--- src/rtl/e_cd_debounce.sv ---
// Card-detect / write-protect pin qualifier: synchronisers, debounced insert/remove FSM, card power gate.
// Optional macro E_CD_WP_FILTER_EN adds a DB_CYCLES glitch filter on wp_level.
module e_cd_debounce #(
  parameter int unsigned DB_CYCLES = 32'd50000,
  parameter int unsigned DB_CNT_W  = 32'd16
) (
  input  logic clk,
  input  logic rst,
  input  logic cd,
  input  logic wp,
  input  logic sd_pon,
  output logic cd_level,
  output logic wp_level,
  output logic card_stable,
  output logic card_inserted,
  output logic insert_pulse,
  output logic remove_pulse,
  output logic pon
);

  localparam logic [DB_CNT_W-1:0] CNT_LAST = DB_CNT_W'(DB_CYCLES - 32'd1);
  localparam logic [DB_CNT_W-1:0] CNT_ONE  = DB_CNT_W'(32'd1);

  typedef enum logic [2:0] {
    ST_INIT     = 3'd0,
    ST_REMOVED  = 3'd1,
    ST_INS_PEND = 3'd2,
    ST_INSERTED = 3'd3,
    ST_REM_PEND = 3'd4
  } state_e;

  logic                cd_meta_r, cd_sync_r, wp_meta_r, wp_sync_r;
  state_e              state_r, state_s;
  logic [DB_CNT_W-1:0] cnt_r, cnt_s;
  logic                tgt_r, tgt_s;
  logic                stable_r, stable_s;
  logic                inserted_r, inserted_s;
  logic                ins_pulse_r, ins_pulse_s;
  logic                rem_pulse_r, rem_pulse_s;
  logic                pon_r;

  // Pin synchronisers; both chains idle high so a missing card is assumed until proven otherwise.
  always_ff @(posedge clk or negedge rst) begin
    if (!rst) begin
      cd_meta_r <= 1'b1;
      cd_sync_r <= 1'b1;
      wp_meta_r <= 1'b1;
      wp_sync_r <= 1'b1;
    end else begin
      cd_meta_r <= cd;
      cd_sync_r <= cd_meta_r;
      wp_meta_r <= wp;
      wp_sync_r <= wp_meta_r;
    end
  end

  // Debounce next-state, counter and next-output logic; the counter is zero unless explicitly advanced.
  always_comb begin
    state_s     = state_r;
    cnt_s       = '0;
    tgt_s       = tgt_r;
    ins_pulse_s = 1'b0;
    rem_pulse_s = 1'b0;
    case (state_r)
      ST_INIT: begin
        if (cd_sync_r != tgt_r) begin
          tgt_s = cd_sync_r;
        end else if (cnt_r == CNT_LAST) begin
          state_s = cd_sync_r ? ST_REMOVED : ST_INSERTED;
        end else begin
          cnt_s = cnt_r + CNT_ONE;
        end
      end
      ST_REMOVED: begin
        if (!cd_sync_r) begin
          state_s = ST_INS_PEND;
        end else begin
          state_s = ST_REMOVED;
        end
      end
      ST_INS_PEND: begin
        if (cd_sync_r) begin
          state_s = ST_REMOVED;
        end else if (cnt_r == CNT_LAST) begin
          state_s     = ST_INSERTED;
          ins_pulse_s = 1'b1;
        end else begin
          cnt_s = cnt_r + CNT_ONE;
        end
      end
      ST_INSERTED: begin
        if (cd_sync_r) begin
          state_s = ST_REM_PEND;
        end else begin
          state_s = ST_INSERTED;
        end
      end
      ST_REM_PEND: begin
        if (!cd_sync_r) begin
          state_s = ST_INSERTED;
        end else if (cnt_r == CNT_LAST) begin
          state_s     = ST_REMOVED;
          rem_pulse_s = 1'b1;
        end else begin
          cnt_s = cnt_r + CNT_ONE;
        end
      end
      default: begin
        state_s = ST_INIT;
      end
    endcase
    stable_s   = (state_s == ST_REMOVED) || (state_s == ST_INSERTED);
    inserted_s = (state_s == ST_INSERTED) || (state_s == ST_REM_PEND);
  end

  // FSM state and registered status/event outputs; power follows the committed card flag one edge later.
  always_ff @(posedge clk or negedge rst) begin
    if (!rst) begin
      state_r     <= ST_INIT;
      cnt_r       <= '0;
      tgt_r       <= 1'b1;
      stable_r    <= 1'b0;
      inserted_r  <= 1'b0;
      ins_pulse_r <= 1'b0;
      rem_pulse_r <= 1'b0;
      pon_r       <= 1'b0;
    end else begin
      state_r     <= state_s;
      cnt_r       <= cnt_s;
      tgt_r       <= tgt_s;
      stable_r    <= stable_s;
      inserted_r  <= inserted_s;
      ins_pulse_r <= ins_pulse_s;
      rem_pulse_r <= rem_pulse_s;
      pon_r       <= sd_pon & inserted_r;
    end
  end

`ifdef E_CD_WP_FILTER_EN
  logic                wp_lvl_r;
  logic [DB_CNT_W-1:0] wp_cnt_r;

  // Write-protect glitch filter: commit only after DB_CYCLES consecutive mismatching cycles.
  always_ff @(posedge clk or negedge rst) begin
    if (!rst) begin
      wp_lvl_r <= 1'b1;
      wp_cnt_r <= '0;
    end else if (wp_sync_r == wp_lvl_r) begin
      wp_cnt_r <= '0;
    end else if (wp_cnt_r == CNT_LAST) begin
      wp_lvl_r <= wp_sync_r;
      wp_cnt_r <= '0;
    end else begin
      wp_cnt_r <= wp_cnt_r + CNT_ONE;
    end
  end

  assign wp_level = wp_lvl_r;
`else
  assign wp_level = wp_sync_r;
`endif

  assign cd_level      = cd_sync_r;
  assign card_stable   = stable_r;
  assign card_inserted = inserted_r;
  assign insert_pulse  = ins_pulse_r;
  assign remove_pulse  = rem_pulse_r;
  assign pon           = pon_r;

endmodule

--- config.mk ---
export PLATFORM = sky130hd
export DESIGN_NAME = e_cd_debounce
export DESIGN_NICKNAME = d
export VERILOG_FILES = /design/src/rtl/e_cd_debounce.sv
export SDC_FILE = /design/constraint.sdc
export NUM_CORES = 1
export LEC_CHECK = 0
export BUFFER_PORTS_ARGS = -buffer_cell sky130_fd_sc_hd__buf_4
export CAP_MARGIN = 30
export CORE_ASPECT_RATIO = 1.25
export CORE_MARGIN = 10
export CORE_UTILIZATION = 45
export DETAILED_ROUTE_END_ITERATION = 16
export HOLD_SLACK_MARGIN = 0.05
export PLACE_DENSITY = 0.66
export SLEW_MARGIN = 20
export SYNTH_ARGS = -nofsm -noshare
export SYNTH_HDL_FRONTEND = slang
export SYNTH_SLANG_ARGS = --single-unit
--- constraint.sdc ---
create_clock -name clk -period 1.8 [get_ports clk]
set_input_delay 0.09 -clock clk [delete_from_list [all_inputs] [get_ports clk]]
set_output_delay 0.09 -clock clk [all_outputs]
set_load 0.05 [all_outputs]
==> metrics.md, run 1 <==
| Metric | Value |
|---|---|
| I/O Buffers | 11 |
| Via count | 1013 |
| Synth area leaders | dfrtp_1 43%, dfstp_2 9.4%, xnor2_1 8.1%, nor2_1 5.1%, nor3_1 3.2% |
| Io pins | 12 |
| Final hold violation count | 0 |
| Crit path from | cnt_r[0] |
| PwrDens | 1102 nW/um^2 |
| Reg2Reg Setup Slack | 0.17 ns |
| Vias in the first global route | 1023 |
| Status | finished clean |
| Asr flop ratio synth | 100.0% |
| Biggest registers after layout | cnt_r: 16 flops, state_r: 3 flops |
| Placed instance area | 1530 sq um |
| Internal | 0.001171 W |
| Finished Cell Area | 1629 sq um |
| Share of the yosys chip area belonging to registers | 52.37% |
| CTS tree | yes |
| Crit. End Element | flop |
| RSZ-0062 raised after global routing | no |
| Max_slew headroom | 72.75% |
| Layout cell share with drive strength beyond 1 | 18.71% |
| Switching Share | 34.75% |
| Grt met3 use | 4.773% |
| Avg Cell Area, Syn | 10.35 sq um |
| Mapped Nets | 141 |
| Critical R2R Capture | cnt_r[8] |
| Post-CTS Hold Fix Bufs | 4 |
| Initial core utilization | 47.01% |
| Leading area contributor after synthesis | dfrtp_1 |
| FF+latch area | 732.0 sq um |
| R2R depth | 6 |
| Setup-failing EPs final | 0 |
| WS Path Type | reg2reg |
| Setup tns final | 0 ns |
| N_diodes | 0 |
| Worst r2r src | cnt_r[0] |
| Peak Freq | 0.6117 GHz |
| Complex-gate fraction of the synthesized area | 6.983% |
| First-pass GRT wire length | 4498 um |
| CP Max Fanout | 15 |
| Multi-input gate area | 613.1 sq um |
| M2 GR Usage | 16.15% |
| Post-synth top cells | 24 x dfrtp_1, 19 x nor2_1, 13 x xnor2_1, 9 x nor3_1, 7 x inv_1 |
| Flop pwr share | 46.3% |
| Total track usage | 9.786% |
| Clk network pwr share | 22.7% |
| Startpoint types | flop |
| Final period util | 90.82% |
| Post-Syn Area | 1398 sq um |
| PostCTS Resize Cnt | 0 |
| Mapped Cells | 135 |
| # DRC | 0 |
| Die Span Y | 82.31 um |
| Min-Delay Path Class | in2async |
| Post-DR wirelength/cell | 13.57 um |
| DRT Pass-1 Iters | 4 |
| Mux cell area share after synthesis | 1.432% |
| Die ar. | 5749 sq um |
| Main combinational cell family by area after synthesis | simple AND/OR/NAND/NOR gates |
| GP Congestion | 0.7393 |
| CTS buffer count | 5 |
| Worst-margin pin slew | 0.4075 ns |
| Core area | 2973 sq um |
| Routed Wire Length | 2592 um |
| Final #Nets | 160 |
| Post-CTS setup buffer count | 0 |
| Synth Area in XOR/XNOR | 8.774% |
| Max VDD drop | 0.6013 mV |
| Num rows | 22 |
| Max cap viols | 0 |
| H-tree depth | 2 |
| Clk Latency, worst-skew pair | 0.33 ns |
| CTS max path bufs | 2 |
| Antenna-violating nets left | 0 |
| CTS clk-pin slew, worst paths | 0.09 ns |
| FF+latch count, synth | 29 |
| GRT met1 Usage | 9.632% |
| Req. time, crit path | 2.06 ns |
| Skew final | 0.009328 ns |
| Crit path DAT | 1.89 ns |
| Initial antenna violation count | 0 |
| Comb power frac | 31.1% |
| Post-synthesis adder-cell area fraction | 0.8953% |
| Via density | 5.304 |
| Largest net degree at the start of global routing | 30 |
| Die X | 69.85 um |
| Number of library cell types mapped by synthesis | 38 |
| Count leader, synth | dfrtp_1 |
| Sw Pwr | 0.0006237 W |
| Slew Limit Fails | 0 |
| Filler instances | 274 |
| Syn-to-layout area delta | 16.56% |
| Most used DFF post-synth | dfrtp_1 |
| First DRT Iteration DRCs | 106 |
| Leak pwr | 0.6655 nW |
| Final HPWL DP | 1867 um |
| Clk root buf | clkbuf_4 |
| Most Crowded Layer GR | met2 |
| Minimum clock period | 1.635 ns |
| EDFF count, synth | 0 |
| CP endpoint | cnt_r[8] |
| Largest register by flop count | cnt_r |
| GR Overflow Total | 0 |
| Post-synthesis simple-gate area fraction | 25.78% |
| CTS sink cnt | 29 |
| Max reg flops | 16 |
| Top-area cell type share of the netlist area | 42.97% |
| Yosys warning count | 0 |
==> worst max-delay path, cell delays in order (launching register included) <==
cell	delay, ns
dfrtp_1	0.42
ha_1	0.26
and4_1	0.22
nand4_1	0.21
nand3b_1	0.17
buf_12	0.19
nor2_1	0.11
==> kinds of logic after synthesis <==
family                     count (synthesis)
and+or+nand+nor                           64
AOI/OAI and AO/OA                         12
buffers and inverters                     13
DFF                                       29
adders and majority gates                  1
xor gates and xnor gates                  14
muxes                                      2
==> final cells by class <==
cell class / count / share of cell area, %
multi-input combinational: 93 / 37.63
clock buffer: 8 / 3.610
inverter: 8 / 1.843
tap: 36 / 2.765
timing repair buffer: 17 / 9.217
sequential: 29 / 44.93
==> stage by stage <==
stage               hold slack (ns)  worst slack [ns]  power, W  util (%)  cells
floorplan                   -0.2056            0.1979  0.001216         -    135
global placement            0.02655            0.2415  0.001373     51.47    179
detailed placement          0.03125            0.1652  0.001399     51.47    179
CTS                          0.2029            0.1505  0.001820     54.80    191
global route                 0.2097           0.05583  0.001913     54.80    191
finish                       0.2126            0.1653  0.001795     54.80    191
==> worst min-delay path by stage <==
stage | start | end | slack [ns] | cells after the start
2_1_floorplan | rst | card_inserted | -0.21 | 0
3_3_place_gp | rst | remove_pulse | 0.03 | 1
3_5_place_dp | rst | state_r[1] | 0.03 | 1
4_1_cts | rst | insert_pulse | 0.20 | 2
5_1_grt | rst | pon | 0.21 | 2
6_report | rst | cnt_r[12] | 0.21 | 2
==> per-layer routing <==
| layer | vias up | share of wire [%] |
|---|---|---|
| li1 | 507 | - |
| met1 | 482 | 42 |
| met2 | 17 | 49 |
| met3 | 7 | 6.0 |
| met4 | 0 | 2.7 |
| met5 | - | 0 |
==> placed cells by master (no fill, tap or decap), types with 4 or more instances in the layout <==
| cell type | Yosys | final |
|---|---|---|
| nand4_1 | 5 | 5 |
| nor4_1 | 4 | 4 |
| nor2_1 | 19 | 19 |
| nand2_1 | 6 | 6 |
| inv_1 | 7 | 7 |
| nor3_1 | 9 | 9 |
| nand3_1 | 4 | 4 |
| xnor2_1 | 13 | 13 |
| o21a_1 | 4 | 4 |
| dfrtp_1 | 24 | 24 |
| dfstp_2 | 5 | 5 |
| dlygate4sd3_1 | 0 | 4 |
| clkbuf_4 | 0 | 5 |
| buf_4 | 1 | 12 |
==> power by group through the flow <==
stage                     sequential, W  clock (W)  combinational [W]
after global routing           0.000849   0.000455           0.000609
final                          0.000830   0.000407           0.000557
after floorplan                0.000880          0           0.000336
after global placement         0.000838          0           0.000535
after CTS                      0.000830   0.000423           0.000567
after detailed placement       0.000842          0           0.000557
No activity file was read; power rests on OpenSTA's default activity.
==> run 2, diff against run 1 <==
- ABC_AREA: not set -> 1
==> run 2 against run 1 <==
  * Clock skew down 0.0011 ns
  * Cell count up 24%
  * Setup slack better by 0.055 ns
  * Die area up 3.9%
  * Critical path depth up 4
  * Utilization down 0.77 points
  * Critical path type unchanged
  * Critical endpoint is now cnt_r[15]
==> metrics.md, run 2 <==
| Metric | Value |
|---|---|
| Most used DFF post-synth | dfrtp_1 (unchanged) |
| GR Overflow Total | 0 (unchanged) |
| Die Span Y | 83.93 um (was 82.31 um) |
| CTS tree | yes (unchanged) |
| Via count | 1169 (was 1013) |
| Layout cell share with drive strength beyond 1 | 23.50% (was 18.71%) |
| Core area | 3166 sq um (was 2973 sq um) |
| R2R depth | 10 (was 6) |
| Leak pwr | 0.8230 nW (was 0.6655 nW) |
| Vias in the first global route | 1169 (was 1023) |
| Grt met3 use | 4.167% (was 4.773%) |
| Number of library cell types mapped by synthesis | 26 (was 38) |
| Initial core utilization | 46.48% (was 47.01%) |
| Initial antenna violation count | 0 (unchanged) |
| Num rows | 23 (was 22) |
| Clk root buf | clkbuf_8 (was clkbuf_4) |
| Max reg flops | 16 (unchanged) |
| Minimum clock period | 1.579 ns (was 1.635 ns) |
| Die ar. | 5971 sq um (was 5749 sq um) |
| Startpoint types | flop (unchanged) |
| Slew Limit Fails | 0 (unchanged) |
| Yosys warning count | 0 (unchanged) |
| Most common cell after layout, fill and taps aside | nand2_1 (was dfrtp_1) |
| Final HPWL DP | 2055 um (was 1867 um) |
| Post-DR wirelength/cell | 11.92 um (was 13.57 um) |
| PwrDens | 1096 nW/um^2 (was 1102 nW/um^2) |
| Mapped Cells | 178 (was 135) |
| H-tree depth | 2 (unchanged) |
| Min-Delay Path Class | in2async (unchanged) |
| Multi-input gate area | 629.4 sq um (was 613.1 sq um) |
| Routed Wire Length | 2826 um (was 2592 um) |
| CP Max Fanout | 16 (was 15) |
| Total track usage | 10.42% (was 9.786%) |
| Synth area leaders | dfrtp_1 41%, nand2_1 9.2%, dfstp_2 8.9%, nor2_1 6.6%, inv_1 5.9% (was dfrtp_1 43%, dfstp_2 9.4%, xnor2_1 8.1%, nor2_1 5.1%, nor3_1 3.2%) |
| Largest net degree at the start of global routing | 30 (unchanged) |
| CTS max path bufs | 2 (unchanged) |
| Worst-margin pin slew | 0.3626 ns (was 0.4075 ns) |
| CP endpoint | cnt_r[15] (was cnt_r[8]) |
| FF+latch count, synth | 29 (unchanged) |
| Worst r2r src | cnt_r[0] (unchanged) |
| CTS sink cnt | 29 (unchanged) |
| Io pins | 12 (unchanged) |
| Die X | 71.15 um (was 69.85 um) |
| Asr flop ratio synth | 100.0% (unchanged) |
| M2 GR Usage | 17.77% (was 16.15%) |
| Hold slack | 0.2701 ns (was 0.2126 ns) |
| GP Congestion | 0.8341 (was 0.7393) |
| Share of the yosys chip area belonging to registers | 49.74% (was 52.37%) |
| WS Path Type | reg2reg (unchanged) |
| Crit path DAT | 1.74 ns (was 1.89 ns) |
| Syn-to-layout area delta | 16.24% (was 16.56%) |
| Biggest registers after layout | cnt_r: 16 flops, state_r: 3 flops (unchanged) |
| Mapped Nets | 184 (was 141) |
| Status | finished clean (unchanged) |
| Final period util | 87.73% (was 90.82%) |
| Max cap viols | 0 (unchanged) |
| Max VDD drop | 0.7501 mV (was 0.6013 mV) |
| Max_slew headroom | 75.83% (was 72.75%) |
| GRT met1 Usage | 10.94% (was 9.632%) |
| Count leader, synth | nand2_1 (was dfrtp_1) |
| Most Crowded Layer GR | met2 (unchanged) |
| I/O Buffers | 11 (unchanged) |
| First-pass GRT wire length | 5112 um (was 4498 um) |
| FF+latch area | 732.0 sq um (unchanged) |
| Reg2Reg Setup Slack | 0.22 ns (was 0.17 ns) |
| Critical R2R Capture | cnt_r[15] (was cnt_r[8]) |
| Peak Freq | 0.6332 GHz (was 0.6117 GHz) |
| First DRT Iteration DRCs | 78 (was 106) |
| Crit path from | cnt_r[0] (unchanged) |
| Setup-failing EPs final | 0 (unchanged) |
| Avg Cell Area, Syn | 8.266 sq um (was 10.35 sq um) |
| Post-synth top cells | 36 x nand2_1, 26 x nor2_1, 24 x dfrtp_1, 23 x inv_1, 13 x nand3_1 (was 24 x dfrtp_1, 19 x nor2_1, 13 x xnor2_1, 9 x nor3_1, 7 x inv_1) |
| Clk Latency, worst-skew pair | 0.28 ns (was 0.33 ns) |
| Skew final | 0.008273 ns (was 0.009328 ns) |
| DRT Pass-1 Iters | 4 (unchanged) |
| # DRC | 0 (unchanged) |
| Post-Syn Area | 1471 sq um (was 1398 sq um) |
| Via density | 4.932 (was 5.304) |
| Crit. End Element | flop (unchanged) |
| CTS buffer count | 5 (unchanged) |
| RSZ-0062 raised after global routing | no (unchanged) |
| Final hold violation count | 0 (unchanged) |
| Setup tns final | 0 ns (unchanged) |
| EDFF count, synth | 0 (unchanged) |
| PostCTS Resize Cnt | 0 (unchanged) |
| Final #Nets | 205 (was 160) |
| CTS clk-pin slew, worst paths | 0.07 ns (was 0.09 ns) |
| Most frequent cells in the layout | 36 x nand2_1, 26 x nor2_1, 24 x dfrtp_1 (was 24 x dfrtp_1, 19 x nor2_1, 13 x xnor2_1) |
| Antenna-violating nets left | 0 (unchanged) |
| Leading area contributor after synthesis | dfrtp_1 (unchanged) |
| Req. time, crit path | 1.96 ns (was 2.06 ns) |
| N_diodes | 0 (unchanged) |
| Filler instances | 321 (was 274) |
| Top-area cell type share of the netlist area | 40.82% (was 42.97%) |
| Largest register by flop count | cnt_r (unchanged) |
==> run 2: changes by cell type after synthesis, sizes merged, moves of 3 or more <==
| cell | change |
|---|---|
| nor2 | +19 |
| o21ai | +4 |
| inv | +17 |
| nor4 | -3 |
| nand3 | +10 |
| clkbuf | -4 |
| o21a | -4 |
| nor3 | -5 |
| xnor2 | -10 |
| nand2 | +38 |
==> run 2: cell families after synthesis <==
| family | share of synthesized area [%] |
|---|---|
| and+or+nand+nor | 35.71 |
| DFF | 49.75 |
| buffers and inverters | 7.482 |
| AOI/OAI and AO/OA | 2.636 |
| xor gates and xnor gates | 3.572 |
| adders and majority gates | 0.8502 |
==> run 2: stage by stage <==
stage	utilization [%]	area (sq um)	total power, W	std cells	worst slack [ns]
5_1_grt	54.03	1710	0.002016	237	0.02969
3_5_place_dp	50.16	1588	0.001377	225	0.2223
2_1_floorplan	-	1471	0.001281	178	0.2926
4_1_cts	54.03	1710	0.001906	237	0.2024
6_report	54.03	1710	0.001875	237	0.2208
3_3_place_gp	50.16	1588	0.001361	225	0.3302
==> run 2: worst max-delay path, stage by stage, from the launching register on <==
cell	delay [ns]
dfrtp_1	0.36
ha_1	0.18
nand2_1	0.09
inv_1	0.08
nand2_1	0.12
nor2_4	0.15
nand2_2	0.10
nand2_4	0.21
inv_1	0.07
nand2_1	0.07
nor2_1	0.04
==> run 2: power by group <==
| group | switching, W | total, W | internal (W) |
|---|---|---|---|
| sequential | 0.0000622 | 0.000809 | 0.000747 |
| clock | 0.000238 | 0.000505 | 0.000267 |
| combinational | 0.000397 | 0.000561 | 0.000164 |
| total | 0.000697 | 0.00188 | 0.00118 |
==> run 2: timing repair <==
| action | in CTS | in global routing |
|---|---|---|
| endpoints found under the hold margin | 32 | 0 |
| hold buffers | 4 | 0 |
| setup buffers | 0 | 0 |
==> run 2: how the worst min path moves through the flow <==
stage                     from            end  cells past startpoint
after floorplan            rst  card_inserted                      0
final                      rst     state_r[2]                      2
after detailed placement   rst      cnt_r[13]                      1
after CTS                  rst   insert_pulse                      2
after global routing       rst    card_stable                      2
after global placement     rst      cnt_r[13]                      1
==> run 2: cell type report <==
class	instances	share of cell area (%)
Tap cell	37	2.707
Timing Repair Buffer	16	7.608
Sequential cell	29	42.79
Clock buffer	6	4.243
Inverter	24	5.267
Clock inverter	2	0.5852
Multi-Input combinational cell	123	36.80
==> run 2: routing by layer <==
layer | vias to the layer above | share of wire, %
li1 | 595 | -
met1 | 549 | 41
met2 | 21 | 53
met3 | 4 | 4.4
met4 | 0 | 1.7
met5 | - | 0
==> run 3, diff against run 2 <==
- CORE_MARGIN: 10 -> not set
- SLEW_MARGIN: 20 -> not set
==> run 3 against run 2 <==
  * Clock skew is 0.0022 ns lower
  * Wire length decreased by 8.6%
  * Cell count down 0.84%
  * Critical path type unchanged
  * Critical endpoint is now cnt_r[11]
  * Largest cell class unchanged
  * Highest routed layer unchanged
==> metrics.md, run 3 (same netlist as run 2, synthesis figures left out) <==
| Metric | Value |
|---|---|
| Crit path DAT | 1.77 ns (was 1.74 ns) |
| Clk Latency, worst-skew pair | 0.34 ns (was 0.28 ns) |
| Final period util | 84.75% (was 87.73%) |
| Num rows | 22 (was 23) |
| Io pins | 12 (unchanged) |
| Peak Freq | 0.6555 GHz (was 0.6332 GHz) |
| First-pass GRT wire length | 4692 um (was 5112 um) |
| Via density | 4.957 (was 4.932) |
| Syn-to-layout area delta | 17.01% (was 16.24%) |
| Die ar. | 3504 sq um (was 5971 sq um) |
| Fin worst setup slack | 0.2744 ns (was 0.2208 ns) |
| Clk root buf | clkbuf_4 (was clkbuf_8) |
| CTS max path bufs | 2 (unchanged) |
| Filler instances | 277 (was 321) |
| Slew Limit Fails | 0 (unchanged) |
| Most frequent cells in the layout | 36 x nand2_1, 26 x nor2_1, 24 x dfrtp_1 (unchanged) |
| RSZ-0062 raised after global routing | no (unchanged) |
| Max reg flops | 16 (unchanged) |
| GR Overflow Total | 0 (unchanged) |
| Most common cell after layout, fill and taps aside | nand2_1 (unchanged) |
| I/O Buffers | 11 (unchanged) |
| Final #Nets | 204 (was 205) |
| Minimum clock period | 1.526 ns (was 1.579 ns) |
| Leak pwr | 0.8277 nW (was 0.8230 nW) |
| Status | finished clean (unchanged) |
| Setup-failing EPs final | 0 (unchanged) |
| Post-DR wirelength/cell | 10.99 um (was 11.92 um) |
| Largest register by flop count | cnt_r (unchanged) |
| Slowest stage cell, crit path | dfrtp_1 (unchanged) |
| Worst-margin pin slew | 0.3621 ns (was 0.3626 ns) |
| WS Path Type | reg2reg (unchanged) |
| FF+latch area | 732.0 sq um (unchanged) |
| Antenna-violating nets left | 0 (unchanged) |
| CTS buffer count | 5 (unchanged) |
| Biggest registers after layout | cnt_r: 16 flops, state_r: 3 flops (unchanged) |
| Hold slack | 0.2022 ns (was 0.2701 ns) |
| DRT Pass-1 Iters | 4 (unchanged) |
| Max VDD drop | 0.7325 mV (was 0.7501 mV) |
| Vias in the first global route | 1096 (was 1169) |
| Total track usage | 18.76% (was 10.42%) |
| Min-Delay Path Class | in2async (unchanged) |
| GP Congestion | 0.8191 (was 0.8341) |
| Max incr delay on CP | 0.40 ns (was 0.36 ns) |
| Skew final | 0.006040 ns (was 0.008273 ns) |
| Initial core utilization | 48.60% (was 46.48%) |
| First DRT Iteration DRCs | 29 (was 78) |
| PwrDens | 1177 nW/um^2 (was 1096 nW/um^2) |
| Final hold violation count | 0 (unchanged) |
| Crit. End Element | flop (unchanged) |
| CP Cell Sequence | ha_1, nand2_1, inv_1, nand2_1, nor2_4, nand2_2, nand2_4, nor3b_1 (was ha_1, nand2_1, inv_1, nand2_1, nor2_4, nand2_2, nand2_4, inv_1, nand2_1, nor2_1) |
| Core area | 3028 sq um (was 3166 sq um) |
| Req. time, crit path | 2.05 ns (was 1.96 ns) |
| Die X | 53.15 um (was 71.15 um) |
| Startpoint types | flop (unchanged) |
| Via count | 1165 (was 1169) |
| Initial antenna violation count | 0 (unchanged) |
| DP Worst Slack | 0.2831 ns (was 0.2223 ns) |
| Final HPWL DP | 1830 um (was 2055 um) |
| Routed Wire Length | 2582 um (was 2826 um) |
| Die Span Y | 65.93 um (was 83.93 um) |
| CP Max Fanout | 16 (unchanged) |
| Layout cell share with drive strength beyond 1 | 23.62% (was 23.50%) |
| N_diodes | 0 (unchanged) |
| # DRC | 0 (unchanged) |
| Largest net degree at the start of global routing | 30 (unchanged) |
| CTS tree | yes (unchanged) |
| Max_slew headroom | 75.86% (was 75.83%) |
| Pwr Total | 0.002027 W (was 0.001875 W) |
| H-tree depth | 2 (unchanged) |
| Crit path top cell by count | nand2_1 (unchanged) |
| Setup tns final | 0 ns (unchanged) |
| CTS clk-pin slew, worst paths | 0.10 ns (was 0.07 ns) |
| Multi-input gate area | 629.4 sq um (unchanged) |
| CTS sink cnt | 29 (unchanged) |
| Max cap viols | 0 (unchanged) |
[run 3: cell types whose count changed in the layout (fill, tap and decap cells not counted)]
cell	before	now
clkbuf_4	0	5
clkbuf_8	5	0
bufinv_16	0	2
buf_4	12	11
clkbuf_1	1	0
clkinv_2	2	1
[run 3: power breakdown]
group / internal [W] / switching [W]
Combinational: 0.000164 / 0.000395
Sequential: 0.000745 / 0.0000573
Clock: 0.000430 / 0.000235
Total: 0.00134 / 0.000687
[run 3: layout make-up]
type	instances	area share, %
Inverter	24	5.233
Sequential cell	29	42.51
Clock inverter	3	3.779
Clock buffer	5	2.180
Multi-Input combinational cell	123	36.56
Tap cell	36	2.616
Timing Repair Buffer	15	7.122
[run 3: path summary, 6_finish.rpt]
| path | startpoint | cells after the start | to | slack [ns] |
|---|---|---|---|---|
| max | cnt_r[0] | 8 | cnt_r[11] | 0.27 |
| min | rst | 2 | insert_pulse | 0.20 |
| max reg2reg | cnt_r[0] | 8 | cnt_r[11] | 0.27 |
| min reg2reg | wp_meta_r | 0 | wp_level | 0.36 |
| max in group asynchronous | rst | 2 | wp_level | 1.29 |
| min in group clk | wp_meta_r | 0 | wp_level | 0.36 |
[run 3: repair_timing]
item	4_1_cts	5_1_grt
hold buffers	4	0
endpoints found under the hold margin	32	0
setup buffers	0	0
resized for setup	0	0
[run 3: critical path, delay by kind of cell (launching register included)]
family	cells	cell delay (ns)
flops	1	0.40
simple gates	6	0.76
buf+inv	1	0.06
fa+ha+maj	1	0.21
[run 3: per-layer routing]
| layer | global-route usage (%) | routed length (um) |
|---|---|---|
| met1 | 22.96 | 1142 |
| met2 | 28.80 | 1286 |
| met3 | 6.897 | 108 |
| met4 | 8.882 | 44 |
| met5 | 0 | 0 |
[run 3: stage by stage]
stage	instances	area, sq um	utilization, %
after detailed placement	223	1579	52.15
after global routing	235	1722	56.86
after CTS	235	1722	56.86
final	235	1722	56.86
after global placement	223	1579	52.15
after floorplan	178	1471	-
